==> src/rtl/regfile_pkg.sv <==
// ----------------------------------------------------------------------------
// regfile_pkg
// Shared constants and helpers for the decode-stage register file and its
// pending-write scoreboard.
//
// Contents:
//   clog2()          - ceiling log2, used to size register indices
//   REG_ZERO         - index of the hard-wired zero register
//   SIM_EXIT_VALUE   - write-back value that raises sim_exit_o when the
//                      optional exit feature (REGFILE_SIM_EXIT_EN) is built
//   DEFAULT_SP_IDX   - register that comes out of reset non-zero
//   DEFAULT_SP_INIT  - its reset value
// ----------------------------------------------------------------------------
package regfile_pkg;

   localparam int          REG_ZERO        = 0;
   localparam int          SIM_EXIT_VALUE  = 57005;
   localparam int          DEFAULT_SP_IDX  = 2;
   localparam logic [31:0] DEFAULT_SP_INIT = 32'h0001_2000;

   // Ceiling log2; clog2(1) is 0, clog2(2) is 1, clog2(32) is 5.
   function automatic int clog2(input int n);
      int r;
      r = 0;
      for (int v = n - 1; v > 0; v = v >> 1) begin
         r++;
      end
      return r;
   endfunction

endpackage : regfile_pkg

==> src/rtl/regfile_sb.sv <==
// ----------------------------------------------------------------------------
// regfile_sb
// Pending-write scoreboard: one bit per architectural register, set when an
// instruction that writes that register issues, cleared when its result is
// written back. Generates the combinational issue stall.
//
// Ports:
//   clk, reset      - clock, asynchronous active-low reset
//   rd_addr_i       - NRD source indices, port k at [k*AW +: AW]
//   src_use_i       - per-port "this source is really read" flag
//   issue_valid_i   - an instruction requests issue this cycle
//   issue_rd_i      - destination index of the issuing instruction
//   issue_wr_i      - issuing instruction writes a destination
//   wb_valid_i      - write-back strobe
//   wb_addr_i       - write-back index
//   stall_o         - issue blocked this cycle (combinational)
// ----------------------------------------------------------------------------
module regfile_sb
   import regfile_pkg::*;
#(
   parameter int NREG = 32,
   parameter int NRD  = 2,
   parameter int AW   = clog2(NREG)
) (
   input  logic              clk,
   input  logic              reset,
   input  logic [NRD*AW-1:0] rd_addr_i,
   input  logic [NRD-1:0]    src_use_i,
   input  logic              issue_valid_i,
   input  logic [AW-1:0]     issue_rd_i,
   input  logic              issue_wr_i,
   input  logic              wb_valid_i,
   input  logic [AW-1:0]     wb_addr_i,
   output logic              stall_o
);

   localparam logic [AW-1:0] ZERO_IDX = AW'(REG_ZERO);

   logic [NREG-1:0] pend_q, pend_d;
   logic [NRD-1:0]  hazard;

   // A source is hazardous only while its producer is outstanding; a
   // write-back landing on that index this very cycle is bypassed into the
   // read, so it does not block.
   always_comb begin
      hazard = '0;
      for (int k = 0; k < NRD; k++) begin
         hazard[k] = src_use_i[k]
                   & pend_q[rd_addr_i[k*AW +: AW]]
                   & ~(wb_valid_i & (wb_addr_i == rd_addr_i[k*AW +: AW]));
      end
   end

   assign stall_o = issue_valid_i & (|hazard);

   // Clear on write-back first, then set on issue: when both hit the same
   // index the newer producer is the one still outstanding.
   always_comb begin
      pend_d = pend_q;
      if (wb_valid_i && (wb_addr_i != ZERO_IDX)) begin
         pend_d[wb_addr_i] = 1'b0;
      end
      if (issue_valid_i && !stall_o && issue_wr_i && (issue_rd_i != ZERO_IDX)) begin
         pend_d[issue_rd_i] = 1'b1;
      end
   end

   // NOTE: state flops take only non-blocking assignments; the next-state
   // value is fully formed in the always_comb above, so ordering between
   // always_ff blocks can never matter.
   always_ff @(posedge clk or negedge reset) begin
      if (!reset) begin
         pend_q <= '0;
      end else begin
         pend_q <= pend_d;
      end
   end

endmodule : regfile_sb

==> src/rtl/regfile_scoreboard.sv <==
// ----------------------------------------------------------------------------
// regfile_scoreboard
// NREG x XLEN integer register file with NRD registered read ports, one
// write-back port with same-cycle bypass, and a pending-write scoreboard
// (regfile_sb) that stalls issue on an outstanding source.
//
// Ports:
//   clk            - clock, all state updates on posedge
//   reset          - asynchronous active-low reset
//   rd_en_i        - capture read data this edge
//   rd_addr_i      - NRD source indices, port k at [k*AW +: AW]
//   rd_data_o      - registered operand data, port k at [k*XLEN +: XLEN]
//   src_use_i      - per-port flag: the issuing instruction reads this source
//   issue_valid_i  - an instruction requests issue this cycle
//   issue_rd_i     - destination index of the issuing instruction
//   issue_wr_i     - issuing instruction writes a destination
//   stall_o        - issue blocked this cycle (combinational)
//   wb_valid_i     - write-back strobe
//   wb_addr_i      - write-back index
//   wb_data_i      - write-back data
//   sim_exit_o     - sticky simulation-exit flag
//
// Build option REGFILE_SIM_EXIT_EN: when defined, a write-back of
// SIM_EXIT_VALUE to register NREG-1 sets sim_exit_o and the simulation
// finishes one cycle later. When undefined, sim_exit_o is tied low.
// ----------------------------------------------------------------------------
module regfile_scoreboard
   import regfile_pkg::*;
#(
   parameter int              XLEN    = 32,
   parameter int              NREG    = 32,
   parameter int              NRD     = 2,
   parameter int              SP_IDX  = DEFAULT_SP_IDX,
   parameter logic [XLEN-1:0] SP_INIT = XLEN'(DEFAULT_SP_INIT),
   localparam int             AW      = clog2(NREG)
) (
   input  logic                clk,
   input  logic                reset,
   input  logic                rd_en_i,
   input  logic [NRD*AW-1:0]   rd_addr_i,
   output logic [NRD*XLEN-1:0] rd_data_o,
   input  logic [NRD-1:0]      src_use_i,
   input  logic                issue_valid_i,
   input  logic [AW-1:0]       issue_rd_i,
   input  logic                issue_wr_i,
   output logic                stall_o,
   input  logic                wb_valid_i,
   input  logic [AW-1:0]       wb_addr_i,
   input  logic [XLEN-1:0]     wb_data_i,
   output logic                sim_exit_o
);

   localparam logic [AW-1:0] ZERO_IDX = AW'(REG_ZERO);

   logic [XLEN-1:0]     reg_q [NREG];
   logic [XLEN-1:0]     reg_d [NREG];
   logic [NRD*XLEN-1:0] rd_data_q, rd_data_d;
   logic                wr_en;

   // Register 0 is never written, so it stays at its reset value of zero.
   assign wr_en = wb_valid_i && (wb_addr_i != ZERO_IDX);

   always_comb begin
      reg_d = reg_q;
      if (wr_en) begin
         reg_d[wb_addr_i] = wb_data_i;
      end
   end

   // NOTE: this register file is built from flops rather than a RAM macro,
   // and every entry is reset so the stack pointer starts valid and no
   // operand ever reads X; that rules out mapping it onto SRAM.
   always_ff @(posedge clk or negedge reset) begin
      if (!reset) begin
         for (int i = 0; i < NREG; i++) begin
            reg_q[i] <= (i == SP_IDX) ? SP_INIT : '0;
         end
      end else begin
         reg_q <= reg_d;
      end
   end

   // Operand capture: zero register, then same-cycle write-back bypass,
   // then the stored value. Holds when rd_en_i is low.
   always_comb begin
      rd_data_d = rd_data_q;
      if (rd_en_i) begin
         for (int k = 0; k < NRD; k++) begin
            if (rd_addr_i[k*AW +: AW] == ZERO_IDX) begin
               rd_data_d[k*XLEN +: XLEN] = '0;
            end else if (wb_valid_i && (wb_addr_i == rd_addr_i[k*AW +: AW])) begin
               rd_data_d[k*XLEN +: XLEN] = wb_data_i;
            end else begin
               rd_data_d[k*XLEN +: XLEN] = reg_q[rd_addr_i[k*AW +: AW]];
            end
         end
      end
   end

   always_ff @(posedge clk or negedge reset) begin
      if (!reset) begin
         rd_data_q <= '0;
      end else begin
         rd_data_q <= rd_data_d;
      end
   end

   assign rd_data_o = rd_data_q;

   regfile_sb #(
      .NREG (NREG),
      .NRD  (NRD),
      .AW   (AW)
   ) u_sb (
      .clk           (clk),
      .reset         (reset),
      .rd_addr_i     (rd_addr_i),
      .src_use_i     (src_use_i),
      .issue_valid_i (issue_valid_i),
      .issue_rd_i    (issue_rd_i),
      .issue_wr_i    (issue_wr_i),
      .wb_valid_i    (wb_valid_i),
      .wb_addr_i     (wb_addr_i),
      .stall_o       (stall_o)
   );

`ifdef REGFILE_SIM_EXIT_EN
   logic sim_exit_q, sim_exit_d;

   always_comb begin
      sim_exit_d = sim_exit_q;
      if (wb_valid_i && (wb_addr_i == AW'(NREG - 1))
          && (wb_data_i == XLEN'(SIM_EXIT_VALUE))) begin
         sim_exit_d = 1'b1;
      end
   end

   always_ff @(posedge clk or negedge reset) begin
      if (!reset) begin
         sim_exit_q <= 1'b0;
      end else begin
         sim_exit_q <= sim_exit_d;
      end
   end

   // The flag is visible for one full cycle before the run ends.
   always_ff @(posedge clk) begin
      if (reset && sim_exit_q) begin
         $finish;
      end
   end

   assign sim_exit_o = sim_exit_q;
`else
   assign sim_exit_o = 1'b0;
`endif

endmodule : regfile_scoreboard
==> config.mk <==
export PLATFORM = sky130hd
export DESIGN_NAME = regfile_scoreboard
export DESIGN_NICKNAME = d
export VERILOG_FILES = /design/src/rtl/regfile_pkg.sv /design/src/rtl/regfile_sb.sv /design/src/rtl/regfile_scoreboard.sv
export SDC_FILE = /design/constraint.sdc
export NUM_CORES = 2
export LEC_CHECK = 0
export CAP_MARGIN = 10
export CORE_ASPECT_RATIO = 0.5
export CORE_MARGIN = 5
export CORE_UTILIZATION = 33
export DETAILED_ROUTE_END_ITERATION = 8
export GPL_ROUTABILITY_DRIVEN = 0
export HOLD_SLACK_MARGIN = 0.12
export SYNTH_ARGS = -nofsm -noshare
export SYNTH_HDL_FRONTEND = slang
export SYNTH_SLANG_ARGS = --single-unit
==> constraint.sdc <==
create_clock -name clk -period 6.6 [get_ports clk]
set_input_delay 0.99 -clock clk [delete_from_list [all_inputs] [get_ports clk]]
set_output_delay 0.99 -clock clk [all_outputs]
set_load 0.05 [all_outputs]
== Word level (Yosys, flattened, before mapping) ==
Index checks and enable logic that the tools add are counted.

* Order comparisons: 10
* Equality and inequality tests: 2
* Mux-type cells: 23
* Bitwise gates (word level): 15
* Reductions and logical operators: 15

{| class="wikitable"
|+ Operators with widths
! cell !! count
|-
| bitwise mux 1024 bit || 1
|-
| two-way mux 32 bit || 11
|-
| binary-select mux 32 bit (select 5 bit) || 2
|-
| demux 32 bit (select 5 bit) || 1
|-
| AND 32 bit || 1
|-
| NOT 32 bit || 1
|-
| OR 32 bit || 1
|-
| < comparator 5 x 6 -> 1 bit, second input constant || 4
|-
| greater-or-equal comparator 6 bit, second input constant || 3
|-
| NOT 5 -> 6 bit || 3
|-
| binary-select mux 1 bit (select 5 bit) || 2
|-
| demux 1 bit (select 5 bit) || 2
|-
| == test 5 bit || 2
|-
| greater-or-equal comparator 5 x 1 -> 1 bit, second input constant || 2
|-
| logical NOT 5 bit || 2
|-
| nonzero test 5 bit || 2
|-
| logical AND 1 bit || 9
|-
| AND 1 bit || 7
|-
| < comparator 6 x 1 -> 1 bit, second input constant || 1
|-
| two-way mux 1 bit || 4
|-
| NOT 1 bit || 2
|-
| OR reduction 2 bit || 1
|-
| logical NOT 1 bit || 1
|}

* Flip-flop bits (word level): 1,120
* Input bits: 60

== Logic depth before layout (Yosys ltp) ==
* Depth in word-level cells: 11
* Gate-level depth with buffers: 10
* Depth with buffers taken out: 6

== Cells and area by module ==
From an unflattened synthesis, not the netlist that was laid out.

* Cells, all modules: 4,072
* Area, all modules: 58,926.5 µm²

{| class="wikitable"
|+ By module, submodules not included
! module !! times used !! cells an instance !! area each (µm²) !! seq. area each (µm²)
|-
| regfile_scoreboard || 1 || 3,873 || 56,764.4 || 27,228.6
|-
| regfile_sb || 1 || 199 || 2,162.1 || 800.8
|}

== Least setup slack after synthesis ==
No wires, ideal clock.

* Path kind: input -> output
* Start point: in rd_addr_i[0]
* End point: out stall_o
* Arrival time: 3.076 ns
* Data required time: 5.610 ns
* Setup slack: 2.534 ns
* Stages on the path: 9
* Path through: buf_2 > buf_2 > xor2_1 > nor4_1 > a31oi_1 > nor4bb_1 > a41oi_2 > buf_2 > nor2b_1

* Longest elaborated chain between the ends: 6

{| class="wikitable"
|+ RTL lines
! what !! line !! source
|-
| from (decl) || regfile_scoreboard.sv:40 || <nowiki>input logic [NRD*AW-1:0] rd_addr_i,</nowiki>
|-
| binary-select mux 1 bit (select 5 bit) or == test 5 bit (tied branches) || regfile_sb.sv:49, regfile_sb.sv:50 ||
|-
| two-way mux 1 bit (implied by the code) or AND 1 bit (tied branches) || regfile_sb.sv:49, regfile_sb.sv:50 ||
|-
| AND 1 bit or NOT 1 bit (tied branches) || regfile_sb.sv:49, regfile_sb.sv:50 ||
|-
| AND 1 bit (*) || regfile_sb.sv:50 || <nowiki>& ~(wb_valid_i & (wb_addr_i == rd_addr_i[k*AW +: AW]));</nowiki>
|-
| OR reduction 2 bit (*) || regfile_sb.sv:54 || <nowiki>assign stall_o = issue_valid_i & (|hazard);</nowiki>
|-
| AND 1 bit (*) || regfile_sb.sv:54 ||
|-
| to (decl) || regfile_scoreboard.sv:46 || <nowiki>output logic stall_o,</nowiki>
|}

Mark *: on every way between the ends. The rest lies on a longest branch, timed or not. The select of a mux whose other input is x is not followed.

== Worst setup path in the final report ==
* Start point: in rd_addr_i[3]
* End point: out stall_o

Same word-level chain as after synthesis.

==> summary.md <==
| Metric | Value |
|---|---|
| Share of cells above drive strength 1 | `47.7%` |
| Routed vias/inst | `5.86` |
| Initial core utilization | `33.2%` |
| Vias | `36,800` |
| Cell Rows | `109` |
| Final net count | `3,861` |
| Cells after DPL | `6,066` |
| Global Route Usage Sum | `19.7%` |
| Multi-input logic area | `0.0292 mm2` |
| CTS tree | `built` |
| Worst Path Arrival | `4110 ps` |
| PnR Total Power | `20.5 mW` |
| Seq cells post-synth | `1,120` |
| Post-CTS Setup Bufs | `0` |
| Worst Path Class, Setup | `in2out` |
| Hold Slack | `363 ps` |
| Worst setup EP type | `output pin` |
| Yosys top cell area share | `47.5%` |
| RSZ-0062 raised after global routing | `no` |
| Final setup fails | `0` |
| Syn_nets | `3,970` |
| Worst-margin pin slew | `1280 ps` |
| Crit path required time | `5610 ps` |
| Clk_lat worst skew | `740 ps` |
| Skew final | `18.0 ps` |
| DRC viols | `0` |
| IO Pins | `126` |
| Fill cell count | `16,600` |
| Post-synthesis simple-gate area fraction | `2.11%` |
| Largest family of logic cells by synthesized area | `multiplexers` |
| WL/cell | `29.6 um` |
| Warnings, synthesis | `0` |
| Cells after synthesis | `3,910` |
| Final HPWL DP | `101 mm` |
| PnR worst setup slack | `1500 ps` |
| EDFF count, synth | `0` |
| Max-cap violation count | `0` |
| Iter 0 DRT Violations | `3,575` |
| Status | `completed` |
| TNS Setup | `0 ps` |
| GR Overflow Total | `0` |
| Commonest cells post-synth | `dfrtp_1, mux2_2, mux4_2` |
| Die Height | `309 um` |
| Sequential area share after synthesis | `47.6%` |
| Die width | `607 um` |
| Period utilization | `77.3%` |
| DR pass1 iterations | `5` |
| Clk sink count | `1,120` |
| Vias in the first global route | `38,800` |
| CTS H-tree lvls | `3` |
| Final min period | `5100 ps` |
| Buffer depth of the longest clock path | `3` |
| First-pass GRT wire length | `275 mm` |
| Worst slack, placed | `1570 ps` |
| Cell type with the largest total area after synthesis | `dfrtp_1` |
| Worst VDD drop | `227 uV` |
| Storage element area | `0.0280 mm2` |
| Max-slew violations | `0` |
| Syn_area_per_cell | `15.0 um2` |
| Relative slew slack | `14.5%` |
| Initial antenna violation count | `6` |
| Area delta synth->final | `13.1%` |
| Post-DRT Antenna Nets | `0` |
| Post-CTS Hold Fix Bufs | `0` |
| Leak | `28.2 nW` |
| Compound-Gate Fraction of Synth Area | `3.36%` |
| Core area | `0.177 mm2` |
| FFs w/ async S/R, synth | `100%` |
| Resized cells post-CTS | `0` |
| Largest net degree at the start of global routing | `185` |
| Port bufs | `124` |
| Die Footprint | `0.187 mm2` |
| Adder-cell area share of the yosys netlist | `0%` |
| Hold Path Class | `in2async` |
| Worst-path clk slew | `60 ps` |
| Synth cell types | `41` |
| Num CTS Buffers | `117` |
| Mux contribution to synthesized area | `43.6%` |
| Area of the mapped netlist | `0.0588 mm2` |
| Most frequent cell after synthesis | `dfrtp_1` |
| Fin. Hold Viols | `0` |
| Area contributors post-synth | `dfrtp_1, mux4_2, mux2_2, mux2i_1, clkbuf_1` |
| Ys flop type | `dfrtp_1` |
| Maximum fanout along the worst path | `14` |
| Post-Layout Cell Count | `6,287` |
| XOR/XNOR share of the synthesized area | `0.149%` |
| WL final | `186 mm` |
| Power per cell area | `309 mW/mm2` |
| Root Buffer | `clkbuf_16` |
| Crit path launch type | `primary input` |
| Fmax | `0.196 GHz` |
## state kept, by name (all words and copies together), names as in the netlist
| name | flops |
|---|---|
| reg_q | 1024 |
| u_sb.pend_q | 32 |
| rd_data_o | 64 |
## path summary, 6_finish.rpt
path                            startpoint             end  slack, ps  cells past startpoint
min                                  reset   rd_data_o[55]        360                      1
max reg2reg                u_sb.pend_q[13]  u_sb.pend_q[4]       4180                      7
min reg2reg                     reg_q[994]      reg_q[994]        390                      0
max                           rd_addr_i[3]         stall_o       1500                      8
min in group clk                reg_q[994]      reg_q[994]        390                      0
max in group asynchronous            reset      reg_q[115]       4660                      2
## routing by layer
layer	GRT usage [%]	part of all wire (%)	vias to the layer above	wire length, um
met2	33.2	49	1363	91900
met5	0	0.022	-	41
met4	6.21	3.3	6	6160
met1	26.1	41	20300	77000
met3	3.34	6.0	360	11200
li1	-	-	14800	-
## placed cells by master (no fill, tap or decap), types with 19 or more instances in the layout
cell and instances:
a21oi_1 65, a22oi_1 129, a32o_1 21, buf_4 83
clkbuf_1 22, clkbuf_16 121, clkbuf_8 30, clkdlybuf4s50_1 116
clkinv_2 23, dfrtp_1 1118, mux2_2 993, mux2i_1 264
mux4_2 526, nand2_1 68, nor2_4 19, nor2b_1 72
o21ai_0 64
## layout make-up
class / count / area share (%)
well taps: 2386 / 4.49
inverters: 14 / 0.0790
clock inverters: 43 / 1.01
multi-input cells: 2333 / 43.9
flip-flops and latches: 1120 / 42.1
clock buffers: 172 / 5.26
repair buffers: 215 / 3.13
diodes: 4 / 0.0150
## metrics by stage
stage               area, um2  util [%]
global route            66500      37.6
floorplan               58800         -
global placement        62300      35.2
CTS                     66500      37.5
detailed placement      62300      35.2
finish                  66500      37.6
## power breakdown
group	switching [mW]	internal [mW]	total (mW)	leakage [nW]
Clock	2.86	4.32	7.18	2.07
Combinational	1.80	2.45	4.25	11.8
Sequential	0.951	8.16	9.11	14.4
## critical path, cell delays in order
cell	delay, ps
clkdlybuf4s50_1	1010
mux2i_1	220
a22oi_1	260
a311oi_1	120
nor4bb_1	420
a41oi_2	110
nor2b_1	150
clkdlybuf4s50_1	820
## kinds of logic after synthesis
family	count (synthesis)
mux	1783
flops	1120
other cells	1
simple gates	243
xor+xnor	10
compound gates	296
buf+inv	457
No activity file was read; power rests on OpenSTA's default activity.
